### config.mk
export PLATFORM = sky130hd
export DESIGN_NAME = fft_frame_scheduler
export DESIGN_NICKNAME = d
export VERILOG_FILES = /design/src/rtl/fft_frame_scheduler.sv
export SDC_FILE = /design/constraint.sdc
export NUM_CORES = 1
export LEC_CHECK = 0
export ABC_AREA = 1
export CORE_ASPECT_RATIO = 0.75
export CORE_MARGIN = 2
export CORE_UTILIZATION = 40
export CTS_CLUSTER_DIAMETER = 30
export CTS_CLUSTER_SIZE = 28
export DETAILED_ROUTE_END_ITERATION = 12
export GPL_ROUTABILITY_DRIVEN = 0
export SKIP_CTS_REPAIR_TIMING = 1
export SLEW_MARGIN = 20
export SYNTH_ARGS = -nofsm -noshare
export SYNTH_HDL_FRONTEND = slang
export SYNTH_SLANG_ARGS = --single-unit
### constraint.sdc
create_clock -name i_clk -period 5.8 [get_ports i_clk]
set_input_delay 0.87 -clock i_clk [delete_from_list [all_inputs] [get_ports i_clk]]
set_output_delay 0.87 -clock i_clk [all_outputs]
set_load 0.03 [all_outputs]
### src/rtl/fft_frame_scheduler.sv
// CORDIC FFT frame scheduler: issues one unbroken pair burst per frame, enforces the
// valid-low gap between bursts and tracks frames in flight through the pipeline.
module fft_frame_scheduler #(
  parameter int PAIRS_PER_FRAME = 512,
  parameter int CNT_W           = 10,
  parameter int GAP_CYCLES      = 1,
  parameter int MAX_INFLIGHT    = 2
) (
  input  logic             i_clk,
  input  logic             i_reset,
  input  logic             i_enable,
  input  logic [CNT_W:0]   i_src_level,
  output logic             o_src_rd,
  output logic             o_pipe_valid,
  output logic             o_frame_start,
  input  logic             i_out_valid,
  output logic             o_frame_done,
  output logic [1:0]       o_inflight,
  output logic [15:0]      o_frames_done,
  output logic             o_busy,
  output logic             o_err
);

  localparam logic [1:0] IDLE  = 2'd0;
  localparam logic [1:0] BURST = 2'd1;
  localparam logic [1:0] GAP   = 2'd2;

  localparam logic [CNT_W-1:0] CNT_ZERO     = {CNT_W{1'b0}};
  localparam logic [CNT_W-1:0] CNT_ONE      = {{(CNT_W-1){1'b0}}, 1'b1};
  localparam logic [CNT_W-1:0] BURST_LAST   = CNT_W'(PAIRS_PER_FRAME - 1);
  localparam logic [CNT_W-1:0] GAP_LAST     = CNT_W'(GAP_CYCLES - 1);
  localparam logic [CNT_W:0]   LEVEL_MIN    = (CNT_W+1)'(PAIRS_PER_FRAME);
  localparam logic [1:0]       INFLIGHT_MAX = 2'(MAX_INFLIGHT);

  logic [1:0]       state_r;
  logic [1:0]       state_nxt_s;
  logic [CNT_W-1:0] burst_cnt_r;
  logic [CNT_W-1:0] burst_cnt_nxt_s;
  logic [CNT_W-1:0] gap_cnt_r;
  logic [CNT_W-1:0] gap_cnt_nxt_s;
  logic [CNT_W-1:0] out_cnt_r;
  logic [CNT_W-1:0] out_cnt_nxt_s;
  logic [1:0]       inflight_r;
  logic [1:0]       inflight_nxt_s;
  logic             start_s;
  logic             out_hit_s;
  logic             done_s;
  logic             busy_nxt_s;
  logic             pipe_valid_r;
  logic             frame_start_r;
  logic             frame_done_r;
  logic             busy_r;
  logic             err_r;
  logic [15:0]      frames_done_r;

  // Frame sequencer: start qualification, burst length and gap length.
  always_comb begin
    state_nxt_s     = state_r;
    burst_cnt_nxt_s = burst_cnt_r;
    gap_cnt_nxt_s   = gap_cnt_r;
    start_s         = 1'b0;
    case (state_r)
      IDLE: begin
        if (i_enable && (i_src_level >= LEVEL_MIN) && (inflight_r < INFLIGHT_MAX)) begin
          start_s         = 1'b1;
          state_nxt_s     = BURST;
          burst_cnt_nxt_s = CNT_ZERO;
        end else begin
          state_nxt_s = IDLE;
        end
      end
      BURST: begin
        if (burst_cnt_r == BURST_LAST) begin
          state_nxt_s   = GAP;
          gap_cnt_nxt_s = CNT_ZERO;
        end else begin
          burst_cnt_nxt_s = burst_cnt_r + CNT_ONE;
        end
      end
      GAP: begin
        if (gap_cnt_r == GAP_LAST) begin
          state_nxt_s = IDLE;
        end else begin
          gap_cnt_nxt_s = gap_cnt_r + CNT_ONE;
        end
      end
      default: begin
        state_nxt_s = IDLE;
      end
    endcase
  end

  // Output-side frame tracking; a start and a completion in one cycle cancel out.
  always_comb begin
    out_hit_s = i_out_valid && (inflight_r != 2'd0);
    done_s    = out_hit_s && (out_cnt_r == BURST_LAST);
    if (done_s) begin
      out_cnt_nxt_s = CNT_ZERO;
    end else if (out_hit_s) begin
      out_cnt_nxt_s = out_cnt_r + CNT_ONE;
    end else begin
      out_cnt_nxt_s = out_cnt_r;
    end
    case ({start_s, done_s})
      2'b10:   inflight_nxt_s = inflight_r + 2'd1;
      2'b01:   inflight_nxt_s = inflight_r - 2'd1;
      default: inflight_nxt_s = inflight_r;
    endcase
    busy_nxt_s = (state_nxt_s != IDLE) || (inflight_nxt_s != 2'd0);
  end

  // State, counters and registered status outputs.
  always_ff @(posedge i_clk or posedge i_reset) begin
    if (i_reset) begin
      state_r       <= IDLE;
      burst_cnt_r   <= CNT_ZERO;
      gap_cnt_r     <= CNT_ZERO;
      out_cnt_r     <= CNT_ZERO;
      inflight_r    <= 2'd0;
      pipe_valid_r  <= 1'b0;
      frame_start_r <= 1'b0;
      frame_done_r  <= 1'b0;
      frames_done_r <= 16'd0;
      busy_r        <= 1'b0;
      err_r         <= 1'b0;
    end else begin
      state_r       <= state_nxt_s;
      burst_cnt_r   <= burst_cnt_nxt_s;
      gap_cnt_r     <= gap_cnt_nxt_s;
      out_cnt_r     <= out_cnt_nxt_s;
      inflight_r    <= inflight_nxt_s;
      pipe_valid_r  <= (state_r == BURST);
      frame_start_r <= (state_r == BURST) && (burst_cnt_r == CNT_ZERO);
      frame_done_r  <= done_s;
      busy_r        <= busy_nxt_s;
      if (done_s) begin
        frames_done_r <= frames_done_r + 16'd1;
      end
      if (i_out_valid && (inflight_r == 2'd0)) begin
        err_r <= 1'b1;
      end
    end
  end

  // FIFO pop is a pure decode of the registered state so reset kills it at once.
  assign o_src_rd      = (state_r == BURST);
  assign o_pipe_valid  = pipe_valid_r;
  assign o_frame_start = frame_start_r;
  assign o_frame_done  = frame_done_r;
  assign o_inflight    = inflight_r;
  assign o_frames_done = frames_done_r;
  assign o_busy        = busy_r;
  assign o_err         = err_r;

endmodule

Word level (Yosys, flattened, before mapping):

Index checks and enable logic that the tools add are counted.

* reduce and logical (&&, ||, !) cells: 19
* eq/ne operators: 10
* $lt $le $gt $ge: 2
* muxes and demuxes: 15
* $add $sub $neg: 6

Operators with widths (number)
* 10-bit two-way mux: 6
* 10-bit one-hot mux with 2 select lines: 2
* 10-bit by 1-bit adder with 10-bit output (second input constant): 3
* 10-bit by 9-bit == test with 1-bit output (second input constant): 2
* 10-bit zero test: 2
* 16-bit by 1-bit adder with 16-bit output (second input constant): 1
* 2-bit nonzero test: 6
* 11-bit by 10-bit >= comparator with 1-bit output (second input constant): 1
* 1-bit logical AND: 6
* 2-bit != test (second input constant): 3
* 2-bit one-hot mux with 3 select lines: 1
* 3-bit AND reduction: 2
* 2-bit by 1-bit == test with 1-bit output (second input constant): 2
* 2-bit == test (second input constant): 2
* 2-bit zero test: 2
* 2-bit two-way mux: 2
* 2-bit one-hot mux with 2 select lines: 1
* 1-bit two-way mux: 3
* 2-bit by 1-bit adder with 2-bit output (second input constant): 1
* 2-bit < comparator (second input constant): 1
* 2-bit by 1-bit != test with 1-bit output (second input constant): 1
* 2-bit by 1-bit subtractor with 2-bit output (second input constant): 1
* 1-bit logical OR: 1

* logic and storage cells: 63
* input port bits: 15
* register bits after elaboration: 55

Longest topological paths before layout:

Gate-level depths: netlist of the first run.

* depth in word-level cells: 9
* mapped depth: 11
* gate-level depth less buffers: 11

Least setup slack after synthesis of the first run:

OpenSTA, ideal clock, no wires.

* kind: input to register
* start: input i_out_valid
* end: register busy_r (netlist: o_busy)
* stages on the path: 8
* path buffers: 0
* path slack: 3571 ps
* setup time: 125 ps
* arrival: 2103 ps
* data required time: 5675 ps
* cell sequence: o21ai_4 > nor4_1 > ha_1 > a21oi_1 > o21ai_0 > xor2_1 > nor2_1 > nand3_1

* longest elaborated chain between the ends: 6
* elaborated cells on any way between the ends: 7
* those cells by class: eq/ne: 2; mux: 1; reduce/logical: 4

Ends and longest elaborated chain
* start, declared: line 16 `input logic i_out_valid,`
* 1-bit logical AND *: line 95 `out_hit_s = i_out_valid && (inflight_r != 2'd0);`
* 1-bit logical AND *: line 96 `done_s = out_hit_s && (out_cnt_r == BURST_LAST);`
* via done_s: line 47 `logic done_s;`
* 2-bit by 1-bit == test with 1-bit output / 2-bit == test (equally long branches): line 104 `case ({start_s, done_s})`
* 2-bit one-hot mux with 2 select lines *: line 104
* via inflight_nxt_s[1]: line 44 `logic [1:0] inflight_nxt_s;`
* 2-bit nonzero test *: line 109 `busy_nxt_s = (state_nxt_s != IDLE) || (inflight_nxt_s != 2'd0);`
* 1-bit logical OR *: line 109
* via busy_nxt_s: line 48 `logic busy_nxt_s;`
* end signal, assigned: line 135 `busy_r <= busy_nxt_s;`
* end, declared: line 52 `logic busy_r;`

The timed path passes the listed nets; every way through them passes the cells marked *.
A chain may end at the register's enable or synchronous reset.

Worst setup path after layout of the first run:

* start: register state_r[1]
* end: output o_src_rd

* longest elaborated chain between the ends: 1

Ends and longest elaborated chain
* start, declared: line 35 `logic [1:0] state_r;`
* start signal, assigned: line 127 `state_r <= state_nxt_s;`
* 2-bit by 1-bit == test with 1-bit output: line 146 `assign o_src_rd = (state_r == BURST);`
* end, declared: line 13 `output logic o_src_rd,`

No other way between the ends.

==> results.md, run 1 <==
- Pin count of the biggest net entering global routing: 56
- Post-synthesis cell area: 0.00325 mm^2
- Total power: 0.000726 W
- Gate power share: 11.3%
- Internal: 0.000524 W
- Setup CP Type: flop to primary output
- Total routed wirelength: 6.47 mm
- Status: finished, final reports clean
- Clock power frac: 29.8%
- WL/cell: 12.1 um
- Final Net Count: 456
- Clk root buf: clkbuf_8
- H-tree depth: 2
- Fin. max-slew vios: 0
- Unrepaired setup endpoints after global routing: no
- Die W: 108 um
- Inst Count DP: 528
- Die height: 82.0 um
- Tcrit/Tclk final: 53.3%
- Syn_nets: 425
- Syn_area_per_cell: 8.14 um^2
- Setup TNS: 0 ps
- Global-route wire length before repair: 10.9 mm
- TritonCTS clock tree: yes
- NetSw: 0.000202 W
- FP Rows: 28
- Sequential Area: 0.00138 mm^2
- Number of max-cap violations: 0
- Register-to-register setup slack: 3500 ps
- Reg-to-reg startpoint: state_r[1]$_DFF_PP0_
- Power density cells: 196 mW/mm^2
- Multi-input logic area: 0.00164 mm^2
- WP data required: 4930 ps
- Final min period: 3090 ps
- Clock latency on the worst-skew pair: 310 ps
- Max-slew headroom: 51.8%
- Clk slew on worst S/H paths: 100 ps
- WHS Endpoint: o_err$_DFFE_PP0P_
- Starting Density: 41.2%
- Fin. Hold Viols: 0
- TritonRoute pass-1 iters: 4
- Worst reg2reg path endpoint: burst_cnt_r[2]$_DFFE_PP0P_
- Worst-path maximum fanout: 15
- GRT Residual Overflow: 0
- Hold_ws: 480 ps
- CTS Buf Count: 5
- Initial antenna violation count: 0
- Vias per Instance: 4.78
- Num Clock Sinks: 55
- HP Class: flop to flop
- Post-Layout Cell Count: 536
- Worst reg2reg path depth: 8
- HPWL after detailed placement: 4.59 mm
- Worst EP arrival: 2220 ps
- Top achievable clock speed: 323 MHz
- Drt drc: 0
- Final Skew: 4.90 ps
- Global-route total usage across every layer: 15.7%
- Net Sw Frac: 27.8%
- Vias after detailed routing: 2562
- Syn Inst Count: 399
- Core area: 0.00788 mm^2
- Seq pwr share: 58.9%
- PortBufs: 29
- I/O pin count: 39
- Final core occ: 47.0%
- 1st-iter DRT viols: 101
- Tightest Pin Transition: 723 ps
- Register area share after synthesis: 42.4%
- Antenna cells: 0
- Antenna viol nets, final: 0
- Leakage: 1.70 nW
- Seq cells post-synth: 55
- Startpoint types: flop
- Layout cells sized above 1: 10.7%
- Vias in the first global route: 2329
- Worst vdd ir: 98.3 uV
- Synth warnings: 0
- Crit. End Element: primary output
- Synth cell types: 33
- Hold path start: o_err$_DFFE_PP0P_
- Die area: 0.00886 mm^2
- Synthesis-to-finish area growth: 14.1%
- Clock Path Buffers: 2
- Hold depth: 1
- Setup violators final: 0
- # fillers: 798
-- synth_stat cells --
| cell type | n | area (um^2) |
|---|---|---|
| nor3b_1 | 2 | 15.0 |
| nor3b_2 | 1 | 12.5 |
| o21ai_4 | 1 | 16.3 |
| nand2_4 | 1 | 11.3 |
| a21oi_1 | 4 | 20.0 |
| nor3_1 | 12 | 60.1 |
| buf_6 | 4 | 45.0 |
| nor4_1 | 3 | 18.8 |
| nand3_4 | 1 | 17.5 |
| nand3b_1 | 2 | 15.0 |
| nand3_2 | 5 | 50.1 |
| nand4_1 | 11 | 68.8 |
| nor2_4 | 3 | 33.8 |
| dfrtp_1 | 55 | 1380 |
| nand2_2 | 9 | 56.3 |
| nor2_1 | 31 | 116 |
| nand3_1 | 34 | 170 |
| nor3_2 | 2 | 20.0 |
| o21bai_1 | 2 | 15.0 |
| inv_1 | 42 | 158 |
| inv_2 | 5 | 18.8 |
| xnor2_1 | 5 | 43.8 |
| a21o_1 | 1 | 7.51 |
| o21ai_0 | 15 | 75.1 |
| o21ai_2 | 7 | 61.3 |
| nand2_1 | 101 | 379 |
| or2_2 | 2 | 12.5 |
| nand4_2 | 1 | 12.5 |
| clkbuf_1 | 1 | 3.75 |
| o21ai_1 | 4 | 20.0 |
| xor2_1 | 20 | 175 |
| ha_1 | 11 | 138 |
| buf_2 | 1 | 5.00 |
-- metrics by stage --
step           setup slack, ps  area [um^2]
2_1_floorplan             3570         3250
3_3_place_gp              2680         3620
3_5_place_dp              2630         3620
4_1_cts                   2700         3700
5_1_grt                   2610         3700
6_report                  2710         3700
-- cells by family after synthesis --
logic type / count (synthesis) / share of synthesized area [%]
AND/OR/NAND/NOR: 221 / 32.9
buffers and inverters: 53 / 7.09
XOR/XNOR: 25 / 6.74
adder cells (fa/ha/maj): 11 / 4.24
flip-flops: 55 / 42.4
AO/OA/AOI/OAI: 34 / 6.63
-- state kept, by name (all words and copies together) (netlist names) --
signal and flops:
o_inflight 2, o_pipe_valid 1, burst_cnt_r 10, o_frame_done 1, o_busy 1, state_r 2
o_err 1, o_frames_done 16, gap_cnt_r 10, out_cnt_r 10, o_frame_start 1
-- routing by layer --
| metal | vias up | track usage, % | wire length, um |
|---|---|---|---|
| met3 | 5 | 3.57 | 162 |
| met2 | 30 | 23.9 | 2740 |
| met1 | 1181 | 22.4 | 3510 |
| li1 | 1346 | - | - |
| met4 | 0 | 4.23 | 57 |
| met5 | - | 0 | 0 |
-- worst max-delay path, cell delays in order (launching register included) --
cell	delay (ps)
dfrtp_1	410
inv_1	110
ha_1	590
clkdlybuf4s50_1	790
-- cells in the final DEF (no fill, tap or decap) --
| cell type | synthesis | layout |
|---|---|---|
| o21bai_1 | 2 | 2 |
| nor4_1 | 3 | 3 |
| xor2_1 | 20 | 20 |
| o21ai_1 | 4 | 4 |
| clkbuf_1 | 1 | 2 |
| nand2_2 | 9 | 9 |
| nand3_1 | 34 | 34 |
| dfrtp_1 | 55 | 55 |
| nor3_1 | 12 | 12 |
| nor3b_1 | 2 | 2 |
| o21ai_0 | 15 | 15 |
| a21oi_1 | 4 | 4 |
| inv_2 | 5 | 6 |
| a21o_1 | 1 | 1 |
| buf_4 | 0 | 1 |
| clkdlybuf4s50_1 | 0 | 29 |
| nand3_4 | 1 | 1 |
| nor3b_2 | 1 | 1 |
| nand2_4 | 1 | 1 |
| xnor2_1 | 5 | 5 |
| o21ai_2 | 7 | 7 |
| nand4_2 | 1 | 1 |
| ha_1 | 11 | 11 |
| inv_1 | 42 | 41 |
| nand3_2 | 5 | 5 |
| nand2_1 | 101 | 101 |
| nor2_4 | 3 | 3 |
| clkbuf_8 | 0 | 5 |
| nor3_2 | 2 | 2 |
| nand4_1 | 11 | 11 |
| or2_2 | 2 | 2 |
| clkinv_2 | 0 | 1 |
| nor2_1 | 31 | 31 |
| o21ai_4 | 1 | 1 |
| nand3b_1 | 2 | 2 |
-- worst max path at each step --
stage / startpoint / to / slack [ps] / depth (start not counted)
after floorplan: i_out_valid / o_busy$_DFF_PP0_ / 3570 / 8
after global placement: i_out_valid / o_busy$_DFF_PP0_ / 2680 / 9
after detailed placement: i_out_valid / o_busy$_DFF_PP0_ / 2630 / 9
after CTS: state_r[1]$_DFF_PP0_ / o_src_rd / 2700 / 3
after global routing: state_r[1]$_DFF_PP0_ / o_src_rd / 2610 / 3
final: state_r[1]$_DFF_PP0_ / o_src_rd / 2710 / 3
-- power by group through the flow --
stage / clock (W) / combinational (W) / sequential, W
floorplan: 0 / 0.0000586 / 0.000435
global placement: 0 / 0.0000816 / 0.000435
detailed placement: 0 / 0.0000831 / 0.000435
CTS: 0.000223 / 0.0000835 / 0.000428
global route: 0.000240 / 0.0000943 / 0.000432
finish: 0.000216 / 0.0000819 / 0.000428
-- final cells by class --
class	count	share of cell area [%]
repair buffers	30	8.04
clock buffers	7	2.06
clock inverters	1	0.135
inverters	47	4.76
well taps	105	3.55
flip-flops and latches	55	37.1
multi-input cells	291	44.3
Note: power is estimated with default switching activity, not from simulation.
==> inputs of run 2 (changes only) <==
clock period = 3 ns   (was 5.8 ns; I/O delays follow)
==> run 2 against run 1 <==
  * Global-route usage increased by 0.27 points
  * Core utilization rose by 0.49 points
  * Worst hold slack got worse by 7.4 ps
  * Critical endpoint is now o_busy$_DFF_PP0_
  * Largest cell class unchanged
==> results.md, run 2 (same netlist as run 1, synthesis figures left out) <==
- TritonCTS clock tree: yes
- Clock Path Buffers: 2 (unchanged)
- CP peak stage delay: 530 ps (-260 ps)
- Tcrit/Tclk final: 75.1%
- CTS Buf Count: 5 (unchanged)
- Hold path start: o_err$_DFFE_PP0P_
- Setup TNS: 0 ps (unchanged)
- Pin count of the biggest net entering global routing: 31 (-45%)
- Synthesis-to-finish area growth: 15.3%
- Antenna cells: 0 (unchanged)
- Crit. End Element: flop
- Final min period: 2250 ps
- Vias in the first global route: 2390 (+2.6%)
- HPWL after detailed placement: 4.80 mm (+4.6%)
- Most common cell after layout, fill and taps aside: nand2_1
- Tightest Pin Transition: 584 ps (-139 ps)
- Final Net Count: 457 (+0.22%)
- 1st-iter DRT viols: 115 (+14%)
- Worst reg2reg path depth: 10 (+2)
- Worst EP arrival: 2460 ps (+240 ps)
- Commonest cells after routing, fill and taps aside: 101 x nand2_1, 55 x dfrtp_1, 41 x inv_1, 34 x nand3_1, 31 x nor2_1
- Worst-path maximum fanout: 10 (-5)
- Unrepaired setup endpoints after global routing: no
- CP bufs+invs: 1 (-1)
- Global-route wire length before repair: 11.1 mm (+2.4%)
- Setup violators final: 0 (unchanged)
- Layout cells sized above 1: 11.1% (+0.44 points)
- Clock latency on the worst-skew pair: 310 ps (about the same)
- WL/cell: 12.0 um (-0.26%)
- Worst slack, placed: 361 ps (-2260 ps)
- Drt drc: 0 (unchanged)
- Die W: 108 um (unchanged)
- Starting Density: 41.2% (unchanged)
- Clk root buf: clkbuf_8
- Antenna viol nets, final: 0 (unchanged)
- Num Clock Sinks: 55 (unchanged)
- Number of max-cap violations: 0 (unchanged)
- Vias after detailed routing: 2602 (+1.6%)
- Register-to-register setup slack: 850 ps (-2650 ps)
- Setup slack after layout: 747 ps (-1960 ps)
- Status: finished, final reports clean
- Core area: 0.00788 mm^2 (unchanged)
- Leakage: 1.72 nW (+1.1%)
- I/O pin count: 39 (unchanged)
- Die height: 82.0 um (unchanged)
- Reg-to-reg startpoint: out_cnt_r[2]$_DFFE_PP0P_
- Setup CP Type: input pin to flop
- CP max stage cell: clkdlybuf4s50_1
- Final Skew: 6.81 ps (+1.91 ps)
- Die area: 0.00886 mm^2 (unchanged)
- GRT Residual Overflow: 0 (unchanged)
- Hold depth: 1 (unchanged)
- FP Rows: 28 (unchanged)
- Fin. Hold Viols: 0 (unchanged)
- Startpoint types: input pin
- Power density cells: 386 mW/mm^2 (+97%)
- Fin. max-slew vios: 0 (unchanged)
- Global-route total usage across every layer: 15.9% (+0.27 points)
- CP cell instances: clkdlybuf4s50_1 > o21ai_4 > nor4_1 > ha_1 > a21oi_1 > o21ai_0 > xor2_1 > nor2_1 > nand3_1
- PortBufs: 29 (unchanged)
- Max-slew headroom: 61.0% (+9.2 points)
- Total routed wirelength: 6.46 mm (about the same)
- CP delay by family, top: simple AND/OR/NAND/NOR gates
- Worst reg2reg path endpoint: o_busy$_DFF_PP0_
- Vias per Instance: 4.85 (+1.4%)
- Top achievable clock speed: 444 MHz
- Clk slew on worst S/H paths: 100 ps (about the same)
- H-tree depth: 2 (unchanged)
- WHS Endpoint: o_err$_DFFE_PP0P_
- Largest register FFs: 16 (unchanged)
- TritonRoute pass-1 iters: 4 (unchanged)
- HP Class: flop to flop
- Worst vdd ir: 248 uV (+150%)
- WP data required: 3200 ps (-1730 ps)
- Initial antenna violation count: 0 (unchanged)
==> run 2: changes by cell type in the layout (fill, tap and decap cells not counted) <==
cell,before,now
clkinv_2,1,0
clkbuf_8,5,7
clkbuf_1,2,1
buf_12,0,1
==> run 2: metrics by stage <==
| step | std cells | util, % | cell area, um^2 | total power, W | hold WS [ps] |
|---|---|---|---|---|---|
| after floorplan | 399 | - | 3250 | 0.000954 | 441 |
| after global placement | 529 | 46.2 | 3640 | 0.00100 | 448 |
| after detailed placement | 529 | 46.2 | 3640 | 0.00101 | 452 |
| after CTS | 537 | 47.5 | 3740 | 0.00147 | 476 |
| after global routing | 537 | 47.5 | 3740 | 0.00152 | 492 |
| final | 537 | 47.5 | 3740 | 0.00145 | 473 |
==> run 2: area by class of cell <==
class / instances / area, um^2
Clock buffer: 8 / 100
Sequential cell: 55 / 1380
Fill cell: 781 / 4140
Multi-Input combinational cell: 291 / 1640
Inverter: 47 / 176
Timing Repair Buffer: 31 / 318
Tap cell: 105 / 131
==> run 2: worst max-delay path by stage <==
stage / endpoint / cells past startpoint / from
after floorplan: o_busy$_DFF_PP0_ / 8 / o_inflight[0]$_DFF_PP0_
after global placement: o_busy$_DFF_PP0_ / 9 / i_out_valid
after detailed placement: o_busy$_DFF_PP0_ / 9 / i_out_valid
after CTS: o_busy$_DFF_PP0_ / 9 / i_out_valid
after global routing: o_busy$_DFF_PP0_ / 9 / i_out_valid
final: o_busy$_DFF_PP0_ / 9 / i_out_valid
==> run 2: metal layers <==
| layer | up-vias | wire, um | track usage, % |
|---|---|---|---|
| met5 | - | 0 | 0 |
| met4 | 0 | 57 | 3.85 |
| met3 | 7 | 183 | 3.33 |
| met1 | 1211 | 3390 | 23.1 |
| li1 | 1350 | - | - |
| met2 | 34 | 2830 | 24.3 |
==> run 2: power breakdown <==
part / switching (W) / total [W] / internal (W)
registers: 0.0000408 / 0.000827 / 0.000786
logic: 0.0000973 / 0.000162 / 0.0000648
clock network: 0.000245 / 0.000457 / 0.000212
